--- src/rtl/uart_pkg.sv ---
// Shared types and constants for the UART: FSM state encodings, TX FIFO depth
// and the baud tick divider calculation.
package uart_pkg;

  typedef enum logic [1:0] {TX_IDLE, TX_START, TX_DATA, TX_STOP} tx_state_t;
  typedef enum logic [1:0] {RX_IDLE, RX_START, RX_DATA, RX_STOP} rx_state_t;

  localparam int TX_FIFO_DEPTH = 4;

  // System clocks per oversample tick, truncated toward zero.
  function automatic int calc_tick_div(input int clk_freq, input int baud_rate,
                                       input int oversample);
    return clk_freq / (baud_rate * oversample);
  endfunction

endpackage

--- src/rtl/uart_baud_gen.sv ---
// Free-running oversample tick generator: counts 0..TICK_DIV-1 and emits a
// one-cycle tick on the last count. Shared by the TX and RX paths.
module uart_baud_gen #(
  parameter int TICK_DIV = 54
) (
  input  logic clk,
  input  logic rst_n,
  output logic tick
);

  localparam int CW = (TICK_DIV > 1) ? $clog2(TICK_DIV) : 1;
  localparam logic [CW-1:0] CNT_LAST = CW'(TICK_DIV - 1);

  logic [CW-1:0] cnt;

  always_ff @(posedge clk) begin
    if (!rst_n)               cnt <= '0;
    else if (cnt == CNT_LAST) cnt <= '0;
    else                      cnt <= cnt + CW'(1);
  end

  assign tick = (cnt == CNT_LAST);

endmodule

--- src/rtl/top_uart.sv ---
// Full-duplex 8N1 UART: 4-entry TX byte FIFO feeding a serializer, and a
// 2-flop-synchronized deserializer feeding a single RX output register.
module top_uart
  import uart_pkg::*;
#(
  parameter int CLK_FREQ   = 100_000_000,
  parameter int BAUD_RATE  = 115_200,
  parameter int OVERSAMPLE = 16,
  parameter int DATA_BIT   = 8
) (
  input  logic                clk,
  input  logic                rst_n,
  input  logic                tx_valid,
  input  logic [DATA_BIT-1:0] tx_data,
  output logic                tx_ready,
  input  logic                rx_ready,
  output logic                rx_valid,
  output logic [DATA_BIT-1:0] rx_data,
  output logic                tx_serial,
  input  logic                rx_serial
);

  localparam int TICK_DIV = calc_tick_div(CLK_FREQ, BAUD_RATE, OVERSAMPLE);
  localparam int OW = $clog2(OVERSAMPLE);
  localparam int BW = (DATA_BIT > 1) ? $clog2(DATA_BIT) : 1;
  localparam int PW = $clog2(TX_FIFO_DEPTH);
  localparam logic [OW-1:0] OS_LAST  = OW'(OVERSAMPLE - 1);
  localparam logic [OW-1:0] OS_HALF  = OW'(OVERSAMPLE / 2 - 1);
  localparam logic [BW-1:0] BIT_LAST = BW'(DATA_BIT - 1);
  localparam logic [PW:0]   FIFO_FULL = (PW + 1)'(TX_FIFO_DEPTH);

  logic tick;

  uart_baud_gen #(.TICK_DIV(TICK_DIV)) u_baud_gen (
    .clk  (clk),
    .rst_n(rst_n),
    .tick (tick)
  );

  // ---------------- TX FIFO ----------------
  logic [DATA_BIT-1:0] fifo_mem [TX_FIFO_DEPTH];
  logic [PW-1:0]       wr_ptr, rd_ptr;
  logic [PW:0]         fifo_count, fifo_count_next;
  logic                fifo_push, fifo_empty, tx_pop;

  assign fifo_push  = tx_valid && tx_ready;
  assign fifo_empty = (fifo_count == '0);

  always_comb begin
    fifo_count_next = fifo_count;
    unique case ({fifo_push, tx_pop})
      2'b10:   fifo_count_next = fifo_count + (PW + 1)'(1);
      2'b01:   fifo_count_next = fifo_count - (PW + 1)'(1);
      default: fifo_count_next = fifo_count;
    endcase
  end

  // NOTE: storage array has no reset; the pointers and count define emptiness,
  // so stale contents are never read and the array maps onto plain registers/RAM.
  always_ff @(posedge clk) begin
    if (fifo_push) fifo_mem[wr_ptr] <= tx_data;
  end

  always_ff @(posedge clk) begin
    if (!rst_n) begin
      wr_ptr     <= '0;
      rd_ptr     <= '0;
      fifo_count <= '0;
      tx_ready   <= 1'b1;
    end else begin
      if (fifo_push) wr_ptr <= wr_ptr + PW'(1);
      if (tx_pop)    rd_ptr <= rd_ptr + PW'(1);
      fifo_count <= fifo_count_next;
      tx_ready   <= (fifo_count_next != FIFO_FULL);
    end
  end

  // ---------------- TX serializer ----------------
  tx_state_t           tx_state, tx_state_next;
  logic [OW-1:0]       tx_cnt, tx_cnt_next;
  logic [BW-1:0]       tx_bit, tx_bit_next;
  logic [DATA_BIT-1:0] tx_shift, tx_shift_next;
  logic                tx_serial_next;

  always_ff @(posedge clk) begin
    if (!rst_n) begin
      tx_state  <= TX_IDLE;
      tx_cnt    <= '0;
      tx_bit    <= '0;
      tx_shift  <= '0;
      tx_serial <= 1'b1;
    end else begin
      // NOTE: state and datapath registers take non-blocking assignments only;
      // the combinational block below uses blocking assignments.
      tx_state  <= tx_state_next;
      tx_cnt    <= tx_cnt_next;
      tx_bit    <= tx_bit_next;
      tx_shift  <= tx_shift_next;
      tx_serial <= tx_serial_next;
    end
  end

  always_comb begin
    // NOTE: every output gets a default first so no path infers a latch.
    tx_state_next  = tx_state;
    tx_cnt_next    = tx_cnt;
    tx_bit_next    = tx_bit;
    tx_shift_next  = tx_shift;
    tx_serial_next = tx_serial;
    tx_pop         = 1'b0;
    if (tick) begin
      unique case (tx_state)
        TX_IDLE: begin
          if (!fifo_empty) begin
            tx_pop         = 1'b1;
            tx_shift_next  = fifo_mem[rd_ptr];
            tx_serial_next = 1'b0;
            tx_cnt_next    = '0;
            tx_state_next  = TX_START;
          end
        end
        TX_START: begin
          if (tx_cnt == OS_LAST) begin
            tx_cnt_next    = '0;
            tx_bit_next    = '0;
            tx_serial_next = tx_shift[0];
            tx_state_next  = TX_DATA;
          end else begin
            tx_cnt_next = tx_cnt + OW'(1);
          end
        end
        TX_DATA: begin
          if (tx_cnt == OS_LAST) begin
            tx_cnt_next = '0;
            if (tx_bit == BIT_LAST) begin
              tx_serial_next = 1'b1;
              tx_state_next  = TX_STOP;
            end else begin
              tx_shift_next  = {1'b0, tx_shift[DATA_BIT-1:1]};
              tx_serial_next = tx_shift_next[0];
              tx_bit_next    = tx_bit + BW'(1);
            end
          end else begin
            tx_cnt_next = tx_cnt + OW'(1);
          end
        end
        TX_STOP: begin
          if (tx_cnt == OS_LAST) begin
            tx_cnt_next = '0;
            // A queued byte starts immediately, giving gapless frames.
            if (!fifo_empty) begin
              tx_pop         = 1'b1;
              tx_shift_next  = fifo_mem[rd_ptr];
              tx_serial_next = 1'b0;
              tx_state_next  = TX_START;
            end else begin
              tx_state_next  = TX_IDLE;
            end
          end else begin
            tx_cnt_next = tx_cnt + OW'(1);
          end
        end
        default: tx_state_next = TX_IDLE;
      endcase
    end
  end

  // ---------------- RX deserializer ----------------
  logic [1:0]          rx_sync;
  logic                rx_bit;
  rx_state_t           rx_state, rx_state_next;
  logic [OW-1:0]       rx_cnt, rx_cnt_next;
  logic [BW-1:0]       rx_idx, rx_idx_next;
  logic [DATA_BIT-1:0] rx_shift, rx_shift_next;
  logic                rx_commit;

  assign rx_bit = rx_sync[1];

  always_ff @(posedge clk) begin
    if (!rst_n) begin
      rx_sync  <= 2'b11;
      rx_state <= RX_IDLE;
      rx_cnt   <= '0;
      rx_idx   <= '0;
      rx_shift <= '0;
      rx_valid <= 1'b0;
      rx_data  <= '0;
    end else begin
      rx_sync  <= {rx_sync[0], rx_serial};
      rx_state <= rx_state_next;
      rx_cnt   <= rx_cnt_next;
      rx_idx   <= rx_idx_next;
      rx_shift <= rx_shift_next;
      // A fresh byte wins over consumption, so overrun keeps rx_valid high.
      if (rx_commit) begin
        rx_valid <= 1'b1;
        rx_data  <= rx_shift;
      end else if (rx_valid && rx_ready) begin
        rx_valid <= 1'b0;
      end
    end
  end

  always_comb begin
    rx_state_next = rx_state;
    rx_cnt_next   = rx_cnt;
    rx_idx_next   = rx_idx;
    rx_shift_next = rx_shift;
    rx_commit     = 1'b0;
    if (tick) begin
      unique case (rx_state)
        RX_IDLE: begin
          if (!rx_bit) begin
            rx_cnt_next   = '0;
            rx_state_next = RX_START;
          end
        end
        RX_START: begin
          if (rx_cnt == OS_HALF) begin
            rx_cnt_next   = '0;
            rx_idx_next   = '0;
            rx_state_next = rx_bit ? RX_IDLE : RX_DATA;
          end else begin
            rx_cnt_next = rx_cnt + OW'(1);
          end
        end
        RX_DATA: begin
          if (rx_cnt == OS_LAST) begin
            rx_cnt_next   = '0;
            rx_shift_next = {rx_bit, rx_shift[DATA_BIT-1:1]};
            if (rx_idx == BIT_LAST) rx_state_next = RX_STOP;
            else                    rx_idx_next   = rx_idx + BW'(1);
          end else begin
            rx_cnt_next = rx_cnt + OW'(1);
          end
        end
        RX_STOP: begin
          // Leave at the stop-bit centre so a following start edge is caught.
          if (rx_cnt == OS_LAST) begin
            rx_cnt_next   = '0;
            rx_commit     = rx_bit;
            rx_state_next = RX_IDLE;
          end else begin
            rx_cnt_next = rx_cnt + OW'(1);
          end
        end
        default: rx_state_next = RX_IDLE;
      endcase
    end
  end

endmodule

--- config.mk ---
export PLATFORM = sky130hd
export DESIGN_NAME = top_uart
export DESIGN_NICKNAME = d
export VERILOG_FILES = /design/src/rtl/uart_pkg.sv /design/src/rtl/uart_baud_gen.sv /design/src/rtl/top_uart.sv
export SDC_FILE = /design/constraint.sdc
export NUM_CORES = 1
export LEC_CHECK = 0
export BUFFER_PORTS_ARGS = -buffer_cell sky130_fd_sc_hd__clkbuf_2
export CAP_MARGIN = 20
export CORE_ASPECT_RATIO = 0.5
export CORE_MARGIN = 3
export CORE_UTILIZATION = 65
export DETAILED_ROUTE_END_ITERATION = 12
export GPL_TIMING_DRIVEN = 0
export PLACE_DENSITY = 0.93
export REMOVE_ABC_BUFFERS = 1
export SLEW_MARGIN = 10
export SYNTH_ARGS = -nofsm -noshare
export SYNTH_HDL_FRONTEND = slang
export SYNTH_HIERARCHICAL = 1
export SYNTH_SLANG_ARGS = --single-unit
--- constraint.sdc ---
create_clock -name clk -period 7.82 [get_ports clk]
set_input_delay 0 -clock clk [delete_from_list [all_inputs] [get_ports clk]]
set_output_delay 0 -clock clk [all_outputs]
set_load 0.02 [all_outputs]
==> impl_results.md, run 1 <==
* Fin. max-slew vios at 0
* Syn Area/Cell at ~11 um^2
* Core area at 5750 um^2
* IO Port Bufs at 23
* Total routed wirelength at 8100 um
* Critical path class: reg -> reg
* Starting Density at 70.9%
* P per Cell Area at 221 nW/um^2
* Drt first-iter violations at 187
* Post-CTS Setup Inserts at 0
* FF-to-FF End: tx_ready$_SDFF_PN1_
* RePlAce Congestion at 0.811
* CTS tree: yes
* Minimum clock period after layout at 3.67 ns
* Post-Synthesis Cell Area at just over 4000 um^2
* Top cell type's share of synthesized area at 30.4%
* Clock sinks at 94
* H-tree Lvls at 3
* Top-Level Pins at 24
* Unrepaired setup endpoints after global routing: no
* Worst path max stage delay at 0.60 ns
* FF+latch area at between 2000 and 2500 um^2
* Post-DP HPWL at roughly 5100 um
* Worst path cell trace: ha_1, nand4_1, nor2_1, inv_1, nor4_2, ha_1, inv_1, fa_1, xor2_1, or3_1, a21oi_1, nand2_1
* Worst Reg-to-Reg Cells at 12
* F_max at 272 MHz
* Final instance area at 4670 um^2
* GRT Util Overall at 23.4%
* Final hold viol count at 0
* Crit path DAT at 3.91 ns
* Max Cap Viol at 0
* Die width at about 120 um
* Ratio of final minimum period to clock period at 46.9%
* Ant diodes at 0
* Worst-path clk slew at roughly 0.06 ns
* First-pass GRT wire length at 13,100 um
* Routed vias/inst at 5.99
* Fin nets at 420
* Placed instance area at around 4200 um^2
* Crit path launch type: flip-flop
* Sequential-to-total area share from yosys stat at a little over half
* Setup TNS at 0 ns
* # DRC at 0
* Tightest Pin Transition at 0.810 ns
* Hold Path Depth at 2
* Multi-input gate area at roughly 1700 um^2
* Die Ht at 62.0 um
* DRT Pass-1 Iters at 5
* Row cnt at 19
* Top post-synthesis cells by area: dfxtp_1, edfxtp_1, mux2i_1
* VDD IR max at approximately 250 uV
* Via count at 2,853
* Clock tree root driver cell: clkbuf_16
* Synth Register Bits at 94
* Most numerous cell in the Yosys netlist: dfxtp_1
* Netlist cell types at 56
* Vias in the first global route at 2,760
* CTS buffer count at 9
* Dominant cell type by area after synthesis: dfxtp_1
* Static Leakage at 1.69 nW
* Worst hold path startpoint: rst_n
* Slew HR at 45.7%
* Clk_skew at ~0.0055 ns
* Largest net degree at the start of global routing at 43
* Status: complete, no violations
* Skew-Pair Late Insertion Delay at 0.35 ns
* Endpoints failing setup at 0
* Worst R2R Start: u_baud_gen/cnt[0]$_SDFF_PP0_
* Cell at the slowest stage of the critical path: nor4_2
* Worst Hold Endpoint: rx_sync[1]$_SDFF_PN1_
* Top post-synthesis cells by count: dfxtp_1, nor2_1, edfxtp_1
* Antenna-violating nets left at 0
* Filler instances at 313
* Post-CTS resize count at 0
* Post-synth EDFFs at 32
* Initial antenna violation count at 0
* Longest Clk Path Bufs at 2
* WL/cell at 17.0 um
* Final core occ at 81.2%
* Hold Slack at 0.0927 ns
* R2R setup slack at 4.15 ns
* Die area at approximately 7300 um^2
* Share of cells above drive strength 1 at ~14%
* Ys Warns at 6
* Synth Instances at 356
* Area Growth Syn to Fin at 14.6%
* Post-synthesis async set-or-reset flop share at 0%
* Total grt overflow at 0
* Worst EP required at 8.06 ns
* Synth Flop Type: dfxtp_1
* CP Max Fanout at 9
* Worst setup EP type: flip-flop
* Hold crit path type: in -> reg
* Hold buffers post-CTS at 11
## layer usage
metal  global-route usage (%)  wire length [um]  up-vias
met5                        0                 0        -
met4                     12.5               206        0
met3                     8.32               456       25
met2                     41.5              4020      100
met1                     26.1              3420     1377
li1                         -                 -     1351
## worst max path at each step
stage	from	to	slack, ns	cells after the start
after floorplan	u_baud_gen/cnt[0]$_SDFF_PP0_	tx_ready$_SDFF_PN1_	4.82	12
after global placement	u_baud_gen/cnt[0]$_SDFF_PP0_	tx_ready$_SDFF_PN1_	4.45	12
after detailed placement	u_baud_gen/cnt[0]$_SDFF_PP0_	tx_ready$_SDFF_PN1_	4.20	12
after CTS	u_baud_gen/cnt[0]$_SDFF_PP0_	tx_ready$_SDFF_PN1_	4.19	12
after global routing	u_baud_gen/cnt[0]$_SDFF_PP0_	tx_ready$_SDFF_PN1_	3.87	12
final	u_baud_gen/cnt[0]$_SDFF_PP0_	tx_ready$_SDFF_PN1_	4.15	12
## critical path, delay by kind of cell (launching register included)
kind                     cells  cell delay, ns
AO/OA/AOI/OAI                1            0.19
XOR/XNOR                     1            0.16
adder cells (fa/ha/maj)      3            0.88
buffers and inverters        2            0.30
flip-flops                   1            0.41
AND/OR/NAND/NOR              5            1.62
## report_power, final
| group | internal (W) | total (W) | switching [W] |
|---|---|---|---|
| registers | 0.000517 | 0.000524 | 0.00000641 |
| clock network | 0.000280 | 0.000461 | 0.000181 |
| logic | 0.0000205 | 0.0000476 | 0.0000271 |
| total | 0.000817 | 0.00103 | 0.000215 |
## cells by family after synthesis
family / Yosys count / share of synthesized area (%)
fa+ha+maj: 20 / 6.32
mux: 35 / 11.0
xor+xnor: 7 / 1.50
buf+inv: 32 / 3.53
simple gates: 107 / 14.1
compound gates: 61 / 9.42
flops: 94 / 54.0
## sequential cells by signal, indices dropped and copies added, names as in the netlist, 4 cells and up, named ones only
signal	flops
tx_cnt	4
u_baud_gen/cnt	6
fifo_mem	32
tx_shift	8
rx_shift	8
rx_cnt	4
rx_data	8
## layout by cell type, fill, tap and decap left out, types with 2 or more instances in the layout
cell type,n
a21oi_1,24
a31oi_1,2
a32o_1,2
and3_1,7
bufinv_16,2
clkbuf_16,9
clkbuf_2,23
clkinv_1,3
dfxtp_1,62
dlygate4sd3_1,11
edfxtp_1,32
ha_1,19
inv_1,16
mux2i_1,27
mux4_2,8
nand2_1,18
nand2b_1,4
nand3_1,7
nand3b_1,3
nand4_1,3
nor2_1,38
nor2b_1,2
nor3_1,4
nor3b_1,3
o211ai_1,2
o21ai_0,14
o31ai_1,2
or3_1,3
or4_1,2
or4b_1,4
xnor2_1,3
xor2_1,4
## metrics by stage
step                      instances  power (W)  worst slack [ns]
after floorplan                 341   0.000559              4.82
after global placement          448   0.000570              4.45
after detailed placement        448   0.000574              4.20
after CTS                       475    0.00103              4.19
after global routing            476    0.00106              3.87
final                           476    0.00103              4.15
## area by class of cell
class                   instances  area share (%)
inverters                      17            1.37
clock buffers                  10            4.90
repair buffers                 35            5.41
clock inverters                 6            1.82
multi-input cells             230            37.1
well taps                      84            2.25
flip-flops and latches         94            47.1
Note: power is estimated with default switching activity, not from simulation.
==> run 2: changes to the inputs <==
Settings changed: ABC_AREA set to 1, CORE_UTILIZATION 65 to 60, PLACE_DENSITY 0.93 to 0.88.
Clock period 7.82 ns to 3.5 ns, I/O delays scaled along.
==> impl_results.md, run 2 <==
* Worst setup path start: u_baud_gen/cnt[0]$_SDFF_PP0_ (unchanged)
* IO Port Bufs at 23 (unchanged)
* Top post-synthesis cells by area: dfxtp_1, edfxtp_1, nand2_1 (was dfxtp_1, edfxtp_1, mux2i_1)
* Top post-synthesis cells by count: nand2_1, nor2_1, dfxtp_1 (was dfxtp_1, nor2_1, edfxtp_1)
* Synth Instances at 510 (was 356)
* Total routed wirelength at 8300 um (was 8100 um)
* WL/cell at 13.0 um (was 17.0 um)
* Hold crit path type: in -> reg (unchanged)
* Synth Register Bits at 94 (unchanged)
* Vias in the first global route at 3,238 (was 2,760)
* Routed vias/inst at 5.23 (was 5.99)
* RePlAce Congestion at 0.855 (was 0.811)
* Max FFs per register at 32 (unchanged)
* Area Growth Syn to Fin at 13.8% (was 14.6%)
* Initial antenna violation count at 0 (unchanged)
* # DRC at 0 (unchanged)
* Crit path launch type: flip-flop (unchanged)
* Worst path cell trace: ha_1, nand3_2, nor2_1, inv_2, nor2_1, and2_1, nand2_1, inv_1, ha_1, inv_1, fa_1, a21oi_1, o21ai_0, nand2_1, nand2_1, nor2_1, nand3_1 (was ha_1, nand4_1, nor2_1, inv_1, nor4_2, ha_1, inv_1, fa_1, xor2_1, or3_1, a21oi_1, nand2_1)
* Largest net degree at the start of global routing at 42 (was 43)
* Clock sinks at 94 (unchanged)
* Most numerous cell in the Yosys netlist: nand2_1 (was dfxtp_1)
* H-tree Lvls at 3 (unchanged)
* Worst R2R Start: u_baud_gen/cnt[0]$_SDFF_PP0_ (unchanged)
* CP Max Fanout at 7 (was 9)
* Crit path DAT at 3.38 ns (was 3.91 ns)
* Clock tree root driver cell: clkbuf_16 (unchanged)
* Static Leakage at 2.07 nW (was 1.69 nW)
* Minimum clock period after layout at 3.16 ns (was 3.67 ns)
* CTS buffer count at 9 (unchanged)
* VDD IR max at 388 uV (was 250 uV)
* Syn Area/Cell at 8.34 um^2 (was 11.5 um^2)
* DRT Pass-1 Iters at 7 (was 5)
* Sequential-to-total area share from yosys stat at 51.8% (was 54.0%)
* GRT Util Overall at 22.2% (was 23.4%)
* Fin cells at 637 (was 476)
* Fin nets at 577 (was 420)
* Ant diodes at 0 (unchanged)
* Row cnt at 20 (was 19)
* Starting Density at 65.9% (was 70.9%)
* Status: complete, no violations (unchanged)
* Worst setup EP type: flip-flop (unchanged)
* Setup TNS at 0 ns (unchanged)
* Share of cells above drive strength 1 at 11.1% (was 13.8%)
* Cell at the slowest stage of the critical path: nor2_1 (was nor4_2)
* Max Cap Viol at 0 (unchanged)
* Final instance area at 4840 um^2 (was 4670 um^2)
* Longest Clk Path Bufs at 2 (unchanged)
* Commonest cells after routing, fill and taps aside: nand2_1, nor2_1, dfxtp_1 (was dfxtp_1, nor2_1, edfxtp_1)
* Most flops, register: fifo_mem (unchanged)
* Leading cell type in the layout, fill and taps excluded: nand2_1 (was dfxtp_1)
* F_max at 317 MHz (was 272 MHz)
* Skew-Pair Late Insertion Delay at 0.35 ns (about the same)
* Clk_skew at 0.00515 ns (was 0.00550 ns)
* Die Ht at 65.5 um (was 62.0 um)
* First-pass GRT wire length at 14,400 um (was 13,100 um)
* Slew HR at 45.1% (was 45.7%)
* Dominant cell type by area after synthesis: dfxtp_1 (unchanged)
* Fin. max-slew vios at 0 (unchanged)
* Unrepaired setup endpoints after global routing: no (unchanged)
* Post-CTS resize count at 0 (unchanged)
* Synth Flop Type: dfxtp_1 (unchanged)
* Total grt overflow at 0 (unchanged)
* Ratio of final minimum period to clock period at 90.3% (was 46.9%)
* Worst hold path startpoint: tx_valid (was rst_n)
* Worst EP required at 3.72 ns (was 8.06 ns)
* Post-DP HPWL at 5450 um (was 5080 um)
* Placed instance area at 4410 um^2 (was 4220 um^2)
* Die area at 8200 um^2 (was 7320 um^2)
* Post-synth EDFFs at 32 (unchanged)
* Final hold viol count at 0 (unchanged)
* CTS tree: yes (unchanged)
* Drt first-iter violations at 278 (was 187)
* Post-Synthesis Cell Area at 4250 um^2 (was 4080 um^2)
* Critical path class: reg -> reg (unchanged)
* Ys Warns at 6 (unchanged)
* P per Cell Area at 477 nW/um^2 (was 221 nW/um^2)
* Post-synthesis async set-or-reset flop share at 0% (unchanged)
* Core area at 6460 um^2 (was 5750 um^2)
* Netlist cell types at 30 (was 56)
* Worst path max stage delay at 0.44 ns (was 0.60 ns)
* Via count at 3,331 (was 2,853)
* Tightest Pin Transition at 0.821 ns (was 0.810 ns)
* Antenna-violating nets left at 0 (unchanged)
* Die width at 125 um (was 118 um)
* Top-Level Pins at 24 (unchanged)
* Top cell type's share of synthesized area at 29.2% (was 30.4%)
* Endpoints failing setup at 0 (unchanged)
* Placed insts at 611 (was 448)
* Worst-path clk slew at 0.06 ns (about the same)
-- run 2: through the flow --
stage / power, W / worst slack [ns] / utilization, % / hold slack, ns
final: 0.00231 / 0.341 / 75.0 / 0.0949
after global routing: 0.00239 / 0.0742 / 75.0 / 0.133
after CTS: 0.00232 / 0.356 / 75.0 / 0.0862
after detailed placement: 0.00128 / 0.361 / 68.3 / 0.204
after global placement: 0.00128 / 0.469 / 68.3 / 0.199
after floorplan: 0.00125 / 0.928 / - / 0.0841
-- run 2: cell families after synthesis --
group | share of synthesized area (%)
AO/OA/AOI/OAI | 10.3
XOR/XNOR | 1.24
adder cells (fa/ha/maj) | 6.06
buffers and inverters | 5.80
flip-flops | 51.8
AND/OR/NAND/NOR | 24.9
-- run 2: final timing paths --
kind / end / slack, ns / cells past startpoint
min reg2reg: rx_sync[1]$_SDFF_PN1_ / 0.42 / 1
max: tx_ready$_SDFF_PN1_ / 0.34 / 17
max reg2reg: tx_ready$_SDFF_PN1_ / 0.34 / 17
min: wr_ptr[1]$_SDFFE_PN0P_ / 0.09 / 3
-- run 2: where the power goes --
| group | internal [W] | total (W) | switching, W |
|---|---|---|---|
| sequential | 0.00115 | 0.00117 | 0.0000117 |
| combinational | 0.0000359 | 0.000103 | 0.0000668 |
| clock | 0.000651 | 0.00104 | 0.000387 |
-- run 2: repair_timing --
| action | CTS | global route |
|---|---|---|
| hold buffers | 10 | 0 |
| endpoints found under the hold margin | 34 | 0 |
| buffers inserted | 0 | 0 |
-- run 2: worst max-delay path: cells and delay by family, from the launching register on --
| family | cells | cell delay, ns |
|---|---|---|
| AND/OR/NAND/NOR | 9 | 1.30 |
| adder cells (fa/ha/maj) | 3 | 0.73 |
| flip-flops | 1 | 0.43 |
| buffers and inverters | 3 | 0.30 |
| AO/OA/AOI/OAI | 2 | 0.27 |
-- run 2: cell type report --
class | instances | area, um^2
Multi-Input combinational cell | 359 | 1800
Tap cell | 88 | 110
Timing Repair Buffer | 33 | 215
Clock buffer | 13 | 292
Inverter | 47 | 178
Sequential cell | 94 | 2200
Clock inverter | 3 | 38.8
Fill cell | 461 | 1620
-- run 2: per-layer routing --
metal	track usage, %	vias up	part of all wire, %
met1	25.5	1523	44
met2	39.4	78	49
met3	6.41	14	5.2
li1	-	1716	-
met4	10.1	0	1.8
met5	0	-	0
